`src/rtl/dma_pkg.sv`:
```
// Shared definitions for the ports-side DMA initiators.
//   DMA_AW        : DMA address width
//   DMA_CW        : width of FIFO/outstanding counters (covers depths up to 8)
//   DMA_REG_*     : register indices on regsel
//   send_state_t  : MP3 send FSM states
package dma_pkg;

    localparam int DMA_AW = 21;
    localparam int DMA_CW = 4;

    localparam logic [1:0] DMA_REG_ADDR0 = 2'd0;
    localparam logic [1:0] DMA_REG_ADDR1 = 2'd1;
    localparam logic [1:0] DMA_REG_ADDR2 = 2'd2;
    localparam logic [1:0] DMA_REG_CTRL  = 2'd3;

    typedef enum logic [1:0] {
        IDLE,
        ISSUE,
        HOLD,
        WAITRDY
    } send_state_t;

endpackage

```
`src/rtl/dma_mp3_fifo.sv`:
```
// Byte FIFO between the DMA read returns and the MP3 data SPI.
// Ports:
//   clk, rst      : clock, synchronous active-high reset
//   push, wdata   : write a byte (ignored when full)
//   pop           : drop the head byte (ignored when empty)
//   flush         : empty the FIFO; wins over push/pop in the same cycle
//   rdata         : head byte (valid when cnt != 0)
//   cnt           : number of bytes held
module dma_mp3_fifo
    import dma_pkg::*;
#(
    parameter int DEPTH = 4
) (
    input  logic              clk,
    input  logic              rst,
    input  logic              push,
    input  logic              pop,
    input  logic              flush,
    input  logic [7:0]        wdata,
    output logic [7:0]        rdata,
    output logic [DMA_CW-1:0] cnt
);

    localparam int PW = $clog2(DEPTH);
    localparam logic [DMA_CW-1:0] FULL = DMA_CW'(DEPTH);

    logic [DEPTH-1:0][7:0] mem;
    logic [PW-1:0]         wr_ptr, rd_ptr;
    logic                  do_push, do_pop;

    assign do_push = push && (cnt != FULL);
    assign do_pop  = pop && (cnt != '0);
    assign rdata   = mem[rd_ptr];

    always_ff @(posedge clk) begin
        if (rst || flush) begin
            wr_ptr <= '0;
            rd_ptr <= '0;
            cnt    <= '0;
        end else begin
            if (do_push) begin
                mem[wr_ptr] <= wdata;
                wr_ptr      <= wr_ptr + 1'b1;
            end
            if (do_pop)
                rd_ptr <= rd_ptr + 1'b1;
            unique case ({do_push, do_pop})
                2'b10:   cnt <= cnt + 1'b1;
                2'b01:   cnt <= cnt - 1'b1;
                default: ;
            endcase
        end
    end

endmodule

```
`src/rtl/dma_mp3.sv`:
```
// Memory-to-MP3 streaming DMA initiator.
// Reads a programmed RAM block over the dma_req/dma_ack/dma_end handshake,
// buffers the bytes and feeds them one at a time to the MP3 data SPI.
// Ports:
//   clk, rst                          : clock, synchronous active-high reset
//   module_select, write_strobe,
//   regsel, din, dout                 : register access (dout combinational)
//   dma_req/ack/end, dma_rnw, dma_rd,
//   dma_wd, dma_addr                  : DMA read initiator side
//   md_din, md_start, md_rdy          : MP3 data SPI
//   mp3_req                           : VS10xx DREQ
// Build option: DMA_MP3_DREQ_EN makes the send FSM wait for mp3_req=1
// before issuing a byte; without it mp3_req is status-only.
module dma_mp3
    import dma_pkg::*;
#(
    parameter int FIFO_DEPTH = 4
) (
    input  logic              clk,
    input  logic              rst,
    input  logic              module_select,
    input  logic              write_strobe,
    input  logic [1:0]        regsel,
    input  logic [7:0]        din,
    output logic [7:0]        dout,
    output logic              dma_req,
    input  logic              dma_ack,
    input  logic              dma_end,
    output logic              dma_rnw,
    input  logic [7:0]        dma_rd,
    output logic [7:0]        dma_wd,
    output logic [DMA_AW-1:0] dma_addr,
    output logic [7:0]        md_din,
    output logic              md_start,
    input  logic              md_rdy,
    input  logic              mp3_req
);

    localparam logic [DMA_CW:0] DEPTH_W = (DMA_CW + 1)'(FIFO_DEPTH);

    logic [DMA_AW-1:0] addr;
    logic [8:0]        req_left, send_left, count_val;
    logic [DMA_CW-1:0] outstanding, fifo_cnt;
    logic [7:0]        fifo_head;
    send_state_t       state, state_nxt;
    logic              busy, ctrl_wr, start, abort, push, go, dreq_ok;

`ifdef DMA_MP3_DREQ_EN
    assign dreq_ok = mp3_req;
`else
    assign dreq_ok = 1'b1;
`endif

    assign ctrl_wr   = module_select && write_strobe && (regsel == DMA_REG_CTRL);
    assign start     = ctrl_wr && !busy;
    assign abort     = ctrl_wr && busy;
    assign count_val = (din == 8'd0) ? 9'd256 : {1'b0, din};

    // send_left always equals fifo_cnt + outstanding + req_left during a
    // transfer, so it also covers bytes still in flight.  After an abort it
    // is zero while late dma_end data drains, which is what discards it.
    assign busy = (send_left != '0) || (state != IDLE) || (outstanding != '0);
    assign push = dma_end && (send_left != '0);

    // Never request more than the FIFO can absorb, counting bytes in flight.
    assign dma_req  = (req_left != '0) &&
                      (({1'b0, outstanding} + {1'b0, fifo_cnt}) < DEPTH_W);
    assign dma_addr = addr;
    assign dma_rnw  = 1'b1;
    assign dma_wd   = 8'h00;

    dma_mp3_fifo #(.DEPTH(FIFO_DEPTH)) u_fifo (
        .clk   (clk),
        .rst   (rst),
        .push  (push),
        .pop   (go),
        .flush (abort),
        .wdata (dma_rd),
        .rdata (fifo_head),
        .cnt   (fifo_cnt)
    );

    always_ff @(posedge clk) begin
        if (rst) begin
            addr        <= '0;
            req_left    <= '0;
            send_left   <= '0;
            outstanding <= '0;
            md_din      <= 8'h00;
        end else begin
            if (module_select && write_strobe && !busy) begin
                unique case (regsel)
                    DMA_REG_ADDR0: addr[7:0]   <= din;
                    DMA_REG_ADDR1: addr[15:8]  <= din;
                    DMA_REG_ADDR2: addr[20:16] <= din[4:0];
                    default:       ;
                endcase
            end
            if (dma_ack)
                addr <= addr + 1'b1;

            if (start) begin
                req_left  <= count_val;
                send_left <= count_val;
            end else if (abort) begin
                req_left  <= '0;
                send_left <= '0;
            end else begin
                if (dma_ack) req_left  <= req_left - 1'b1;
                if (go)      send_left <= send_left - 1'b1;
            end

            // An ack in the abort cycle still counts so its dma_end is drained.
            outstanding <= outstanding + DMA_CW'(dma_ack) - DMA_CW'(dma_end);

            // The byte is taken from the FIFO on the edge into ISSUE so that
            // md_din is already valid while md_start is high.
            if (go)
                md_din <= fifo_head;
        end
    end

    always_ff @(posedge clk) begin
        if (rst) state <= IDLE;
        else     state <= state_nxt;
    end

    always_comb begin
        state_nxt = state;
        go        = 1'b0;
        unique case (state)
            IDLE: begin
                // An abort in this cycle must not launch a byte it is flushing.
                if ((fifo_cnt != '0) && md_rdy && dreq_ok && !abort) begin
                    state_nxt = ISSUE;
                    go        = 1'b1;
                end
            end
            ISSUE:   state_nxt = HOLD;
            HOLD:    state_nxt = WAITRDY;   // SPI may not have dropped md_rdy yet
            WAITRDY: if (md_rdy) state_nxt = IDLE;
            default: state_nxt = IDLE;
        endcase
    end

    assign md_start = (state == ISSUE);

    always_comb begin
        dout = 8'h00;
        unique case (regsel)
            DMA_REG_ADDR0: dout = addr[7:0];
            DMA_REG_ADDR1: dout = addr[15:8];
            DMA_REG_ADDR2: dout = {3'b000, addr[20:16]};
            DMA_REG_CTRL:  dout = {busy, mp3_req, 3'b000, fifo_cnt[2:0]};
            default:       dout = 8'h00;
        endcase
    end

endmodule

```
`config.mk`:
```
export PLATFORM = sky130hd
export DESIGN_NAME = dma_mp3
export DESIGN_NICKNAME = d
export VERILOG_FILES = /design/src/rtl/dma_pkg.sv /design/src/rtl/dma_mp3_fifo.sv /design/src/rtl/dma_mp3.sv
export SDC_FILE = /design/constraint.sdc
export NUM_CORES = 1
export LEC_CHECK = 0
export CAP_MARGIN = 20
export CORE_ASPECT_RATIO = 0.75
export CORE_UTILIZATION = 50
export CTS_BUF_LIST = sky130_fd_sc_hd__clkbuf_4 sky130_fd_sc_hd__clkbuf_8
export DETAILED_ROUTE_END_ITERATION = 10
export PLACE_DENSITY = 0.78
export SYNTH_ARGS = -nofsm -noshare
export SYNTH_HDL_FRONTEND = slang
export SYNTH_SLANG_ARGS = --single-unit
```
`constraint.sdc`:
```
create_clock -name clk -period 2.85 [get_ports clk]
set_clock_uncertainty 0.1 [all_clocks]
set_input_delay 0.855 -clock clk [delete_from_list [all_inputs] [get_ports clk]]
set_output_delay 0.855 -clock clk [all_outputs]
set_load 0.01 [all_outputs]
```
Word-level counts from Yosys, hierarchy flattened --
Cells that the tools add are included. W data, S select, Z words.
Word-level totals: input bits 26, register bits after elaboration 93, logic and storage cells 102
Operators by class: reductions and logical operators 37, add/sub/neg operators 10, order comparisons 4, eq/ne operators 11, bitwise gates (word level) 1, muxes and demuxes 24
Operators by type and width (count):
- $mux W9 | 7
- $mux W21 | 2
- $bwmux W32 | 1
- $mux W8 | 4
- $pmux W8 S4 | 1
- $add A21 B1 Y21 const B | 1
- $reduce_bool A9 Y1 | 2
- $sub A9 B1 Y9 const B | 2
- $bmux W8 S2 | 1
- $demux W8 S2 | 1
- $logic_and A1 B1 Y1 | 12
- $reduce_bool A2 Y1 | 6
- $eq A2 B2 Y1 const B | 5
- $reduce_and A2 Y1 | 5
- $logic_not A8 Y1 | 1
- $pmux W2 S4 | 1
- $pmux W4 S2 | 1
- $reduce_bool A4 Y1 | 2
- $eq A2 B1 Y1 const B | 3
- $lt A2 B3 Y1 const B | 2
- $reduce_bool A3 Y1 | 2
- $add A4 B4 Y5 | 1
- $lt A5 B3 Y1 const B | 1
- $mux W5 | 1
- other kinds (14) | 22

Longest topological paths before layout --
depth in word-level cells 11, depth in mapped cells 14

Hierarchy --
From an unflattened synthesis, not the netlist that was laid out.
Unflattened totals: cell total of the unflattened synthesis 501, area total of the unflattened synthesis 4993.5 um^2
By module, submodules not included:
- dma_mp3 | instances 1, area each 3285.7 um^2, cells an instance 402
- dma_mp3_fifo | instances 1, area each 1707.9 um^2, cells an instance 99

Worst setup path before layout --
No wires, ideal clock.
path kind reg2reg, from reg u_fifo.cnt[1], to reg u_fifo.cnt[2], cell stages (with the launch flop) 15, clock period less this slack 2.868 ns, required time 2.629 ns, path buffers 2, setup slack -0.018 ns, arrival 2.646 ns, path through dfxtp_1 buf_2 or4_4 and3_1 buf_6 o21ai_2 inv_2 ha_1 xor2_1 ha_1 a21oi_1 xor2_1 nor2_1 xnor2_1 nor2_1
Between the ends: cells in the longest elaborated chain, start to end 8
RTL lines:
- start: declaration | RTL line dma_mp3_fifo.sv:21 | output logic [DMA_CW-1:0] cnt
- start signal: assignment | RTL line dma_mp3_fifo.sv:48 | 2'b10: cnt <= cnt + 1'b1;
- start signal: assignment | RTL line dma_mp3_fifo.sv:49 | 2'b01: cnt <= cnt - 1'b1;
- $reduce_bool A4 Y1 (*) | RTL line dma_mp3_fifo.sv:32, dma_mp3.sv:134
- $logic_and A1 B1 Y1 (2 in a row) | RTL line dma_mp3.sv:134 | if ((fifo_cnt != '0) && md_rdy && dreq_ok && !abort) begin
- $mux W1 | RTL line dma_mp3.sv:134
- $mux W1 | RTL line dma_mp3.sv:131 | unique case (state)
- $logic_and A1 B1 Y1 (*) | RTL line dma_mp3_fifo.sv:32 | assign do_pop = pop && (cnt != '0);
- via u_fifo.do_pop | RTL line dma_mp3_fifo.sv:29 | logic do_push, do_pop;
- $eq A2 B1 Y1 or $eq A2 B2 Y1 (tied branches) | RTL line dma_mp3_fifo.sv:47 | unique case ({do_push, do_pop})
- $pmux W4 S2 or $reduce_bool A2 Y1 (tied branches)
Mark *: on every way through the listed nets, which the timed path passes. The rest lies on a longest branch. A chain may end at the register's enable or synchronous reset.

Worst setup path in the final report --
from reg req_left[5], to out dma_req
Between the ends: cells in the longest elaborated chain, start to end 2
RTL lines:
- start: declaration | RTL line dma_mp3.sv:42 | logic [8:0] req_left, send_left, count_val;
- start signal: assignment | RTL line dma_mp3.sv:103 | req_left <= count_val;
- start signal: assignment | RTL line dma_mp3.sv:109 | if (dma_ack) req_left <= req_left - 1'b1;
- $reduce_bool A9 Y1 | RTL line dma_mp3.sv:66 | assign dma_req = (req_left != '0) &&
- $logic_and A1 B1 Y1 | RTL line dma_mp3.sv:66
- end: declaration | RTL line dma_mp3.sv:26 | output logic dma_req,
No other way between the ends.

==> results.tsv <==
stage	metric	value	unit
detailed_routing	avgViaCountPerCell	5.86	
timing	worst_pin_slew	0.665	ns
timing	max_slew_margin	55.6	%
timing	final.period_utilization	101	%
global_route	grt_pass1_wl	20500	um
clock_network	root_buffer	clkbuf_8	
floorplan	dieWidth	117	um
timing	slew_viol_final	0	
setup_path	worstSetupEndpointType	primary output	
floorplan	dieArea	0.0102	sq mm
yosys	yosys_warnings	0	
yosys	ys_async_sr_fraction	0	%
finish	antenna_cells	0	
detailed_routing	wl_per_cell	18.2	um
detailed_routing	wl	13300	um
flow_run	drv_cap	0	
global_route	grt-ovfl-total	0	
yosys	ys_ff_latch	93	
floorplan	die_h	87.9	um
placed_design	dpl_worst_slack	-0.686	ns
global_route	grt_max_degree	50	
clock_network	cts_tree	done	
timing	fin_crit	2.87	ns
timing	finalSetupTns	-0.0201	ns
power	p_total	4.73	mW
timing	setup_violations	1	
yosys	synthTopCellsByArea	dfxtp_1, edfxtp_1, ha_1	
yosys	netlist.area_leader.share	24.8	%
yosys	ys_types	69	
setup_path	required	1.90	ns
timing	rsz0062_at_grt	yes	
floorplan	initial_core_util	52.8	%
yosys	synthCells	489	
yosys	synthFlopType	dfxtp_1	
hold_path	hp-class	reg -> reg	
setup_path	reg2reg_depth	13	
run_status	violations	negative setup slack	
yosys	synth.cell_area	0.00492	sq mm
global_route	grt_use_total	26.8	%
finish	num-fill-cells	706	
clock_network	cts_buffers	9	
floorplan	io_pins	74	
timing	worst_slack	-0.0201	ns
setup_path	cp-start-kind	flip-flop	
clock_network	cts.path.max_buffers	2	
setup_path	crit_fanout	2	
yosys	yosysTopAreaCell	dfxtp_1	
clock_network	clkTransAtPathRegs	0.10	ns
clock_network	holdBufCountCts	0	
yosys	avgSynthCellArea	10.1	sq um
yosys	yosysSeqAreaShare	44.4	%
setup_path	cp.arrival	1.92	ns
power	powerDensity	750	mW/mm^2
timing	fmax	348	MHz
detailed_routing	drt_pre_antenna_iters	5	
clock_network	clock-sinks	93	
placed_design	place.gp.congestion	0.949	
placed_design	dp.final_hpwl	9760	um
detailed_routing	drtAntennaViolNets	0	
setup_path	r2r_setup_slack	0.11	ns
timing	hold_viol	0	
clock_network	clock_latency	0.38	ns
setup_path	crit_path_cell_trace	or4_4 -> nor4b_4 -> buf_4 -> a2111oi_4 -> buf_2	
setup_path	criticalPathCategory	reg -> out	
detailed_routing	drc	0	
finish	design_area	0.00631	sq mm
floorplan	num_rows	30	
finish	area.sequential	0.00219	sq mm
setup_path	critPathMaxStageDelay	0.57	ns
power	ir_drop	0.384	mV
finish	areaGrowthSynthToFinish	28.3	%
detailed_routing	vias	4287	
clock_network	cts_max_level	3	
floorplan	core_area	0.00931	sq mm
global_route	antenna_found_initial	0	
finish	multi_input_comb_area	0.00262	sq mm
finish	drive_above_1_share	20.4	%
setup_path	crit_path_top_delay_cell	or4_4	
placed_design	io_buffers	64	
placed_design	dp_cells	714	
detailed_routing	drt-initial-drc-count	474	
yosys	synth-edff-count	32	
run_status	status	complete, but fails checks	
finish	finalNonFillerCells	731	
hold_path	hold_depth	2	
finish	nNetsFinal	649	
power	leakage	2.40	nW
placed_design	postPlaceCellArea	0.00606	sq mm
global_route	grt_pass1_vias	4024	
cells in the mapped netlist, types with 8 or more instances:
| master | number |
|---|---|
| dfxtp_1 | 61 |
| nand2_1 | 48 |
| a21oi_1 | 34 |
| nor2_1 | 34 |
| edfxtp_1 | 32 |
| ha_1 | 24 |
| inv_1 | 20 |
| nand3_1 | 17 |
| clkbuf_1 | 13 |
| nor3_1 | 13 |
| xnor2_1 | 13 |
| a211oi_1 | 12 |
| mux4_2 | 11 |
| o21ai_0 | 10 |
| buf_4 | 9 |
| mux2i_1 | 9 |
| xor2_1 | 9 |
| a31oi_1 | 8 |
| and3_1 | 8 |
final cells by class:
cell class	count	area share (%)
Tap cell	128	2.54
Clock buffer	10	2.08
Clock inverter	6	0.853
Sequential cell	93	34.7
Multi-Input combinational cell	353	41.5
Inverter	21	1.25
Timing Repair Buffer	120	17.2
per-layer routing:
metal,routed length (um),track usage (%),vias up
li1,-,-,2016
met5,0,0,-
met3,931,5.88,18
met4,144,7.23,0
met1,6010,38.3,2070
met2,6240,40.9,183
final timing paths:
kind                                    from                          to
setup / recovery    req_left[5]$_SDFFE_PP0P_                     dma_req
hold / removal        md_din[5]$_SDFFE_PP0P_      md_din[5]$_SDFFE_PP0P_
setup reg to reg  u_fifo.cnt[1]$_SDFFE_PP0P_  u_fifo.cnt[2]$_SDFFE_PP0P_
hold reg to reg       md_din[5]$_SDFFE_PP0P_      md_din[5]$_SDFFE_PP0P_
what timing repair did:
action	in CTS	in global routing
endpoints found under the setup margin	12	3
setup buffers	0	2
resized for setup	41	9
pin swaps	5	4
kinds of logic after synthesis:
kind of cell | Yosys count | synth area share (%)
AND/OR/NAND/NOR | 178 | 19.8
AO/OA/AOI/OAI | 99 | 13.6
flip-flops | 93 | 44.4
buffers and inverters | 50 | 4.76
adder cells (fa/ha/maj) | 25 | 6.51
XOR/XNOR | 22 | 3.92
multiplexers | 20 | 6.87
other | 2 | 0.153
state kept, by name (all words and copies together) (netlist names):
name           count
u_fifo.rd_ptr      2
u_fifo.wr_ptr      2
outstanding        4
dma_addr          21
u_fifo.mem        32
state              2
u_fifo.cnt         4
send_left          9
md_din             8
req_left           9
where the power goes:
part,total [mW],internal [mW],switching [mW]
combinational,2.08,1.04,1.04
sequential,1.78,1.59,0.192
clock,0.872,0.346,0.526
total,4.73,2.97,1.76
stage by stage:
| step | utilization [%] | hold WS, ns |
|---|---|---|
| floorplan | - | 0.348 |
| global route | 67.8 | 0.386 |
| finish | 67.8 | 0.362 |
| CTS | 67.3 | 0.363 |
| detailed placement | 65.1 | 0.349 |
| global placement | 65.1 | 0.346 |
layout by cell type (no fill, tap or decap), types with 13 or more instances in the layout:
master and count:
dfxtp_1 57, clkdlybuf4s50_1 53, buf_4 51, nand2_1 48, nor2_1 34, a21oi_1 33
edfxtp_1 32, ha_1 20, inv_1 17, nand3_1 17, nor3_1 13, xnor2_1 13
worst max-delay path, delay by kind of cell, from the launching register on:
kind / cells / cell delay [ns]
AND/OR/NAND/NOR: 2 / 0.80
flip-flops: 1 / 0.34
AO/OA/AOI/OAI: 1 / 0.06
buffers and inverters: 2 / 0.34
(Power assumes the default switching activity.)
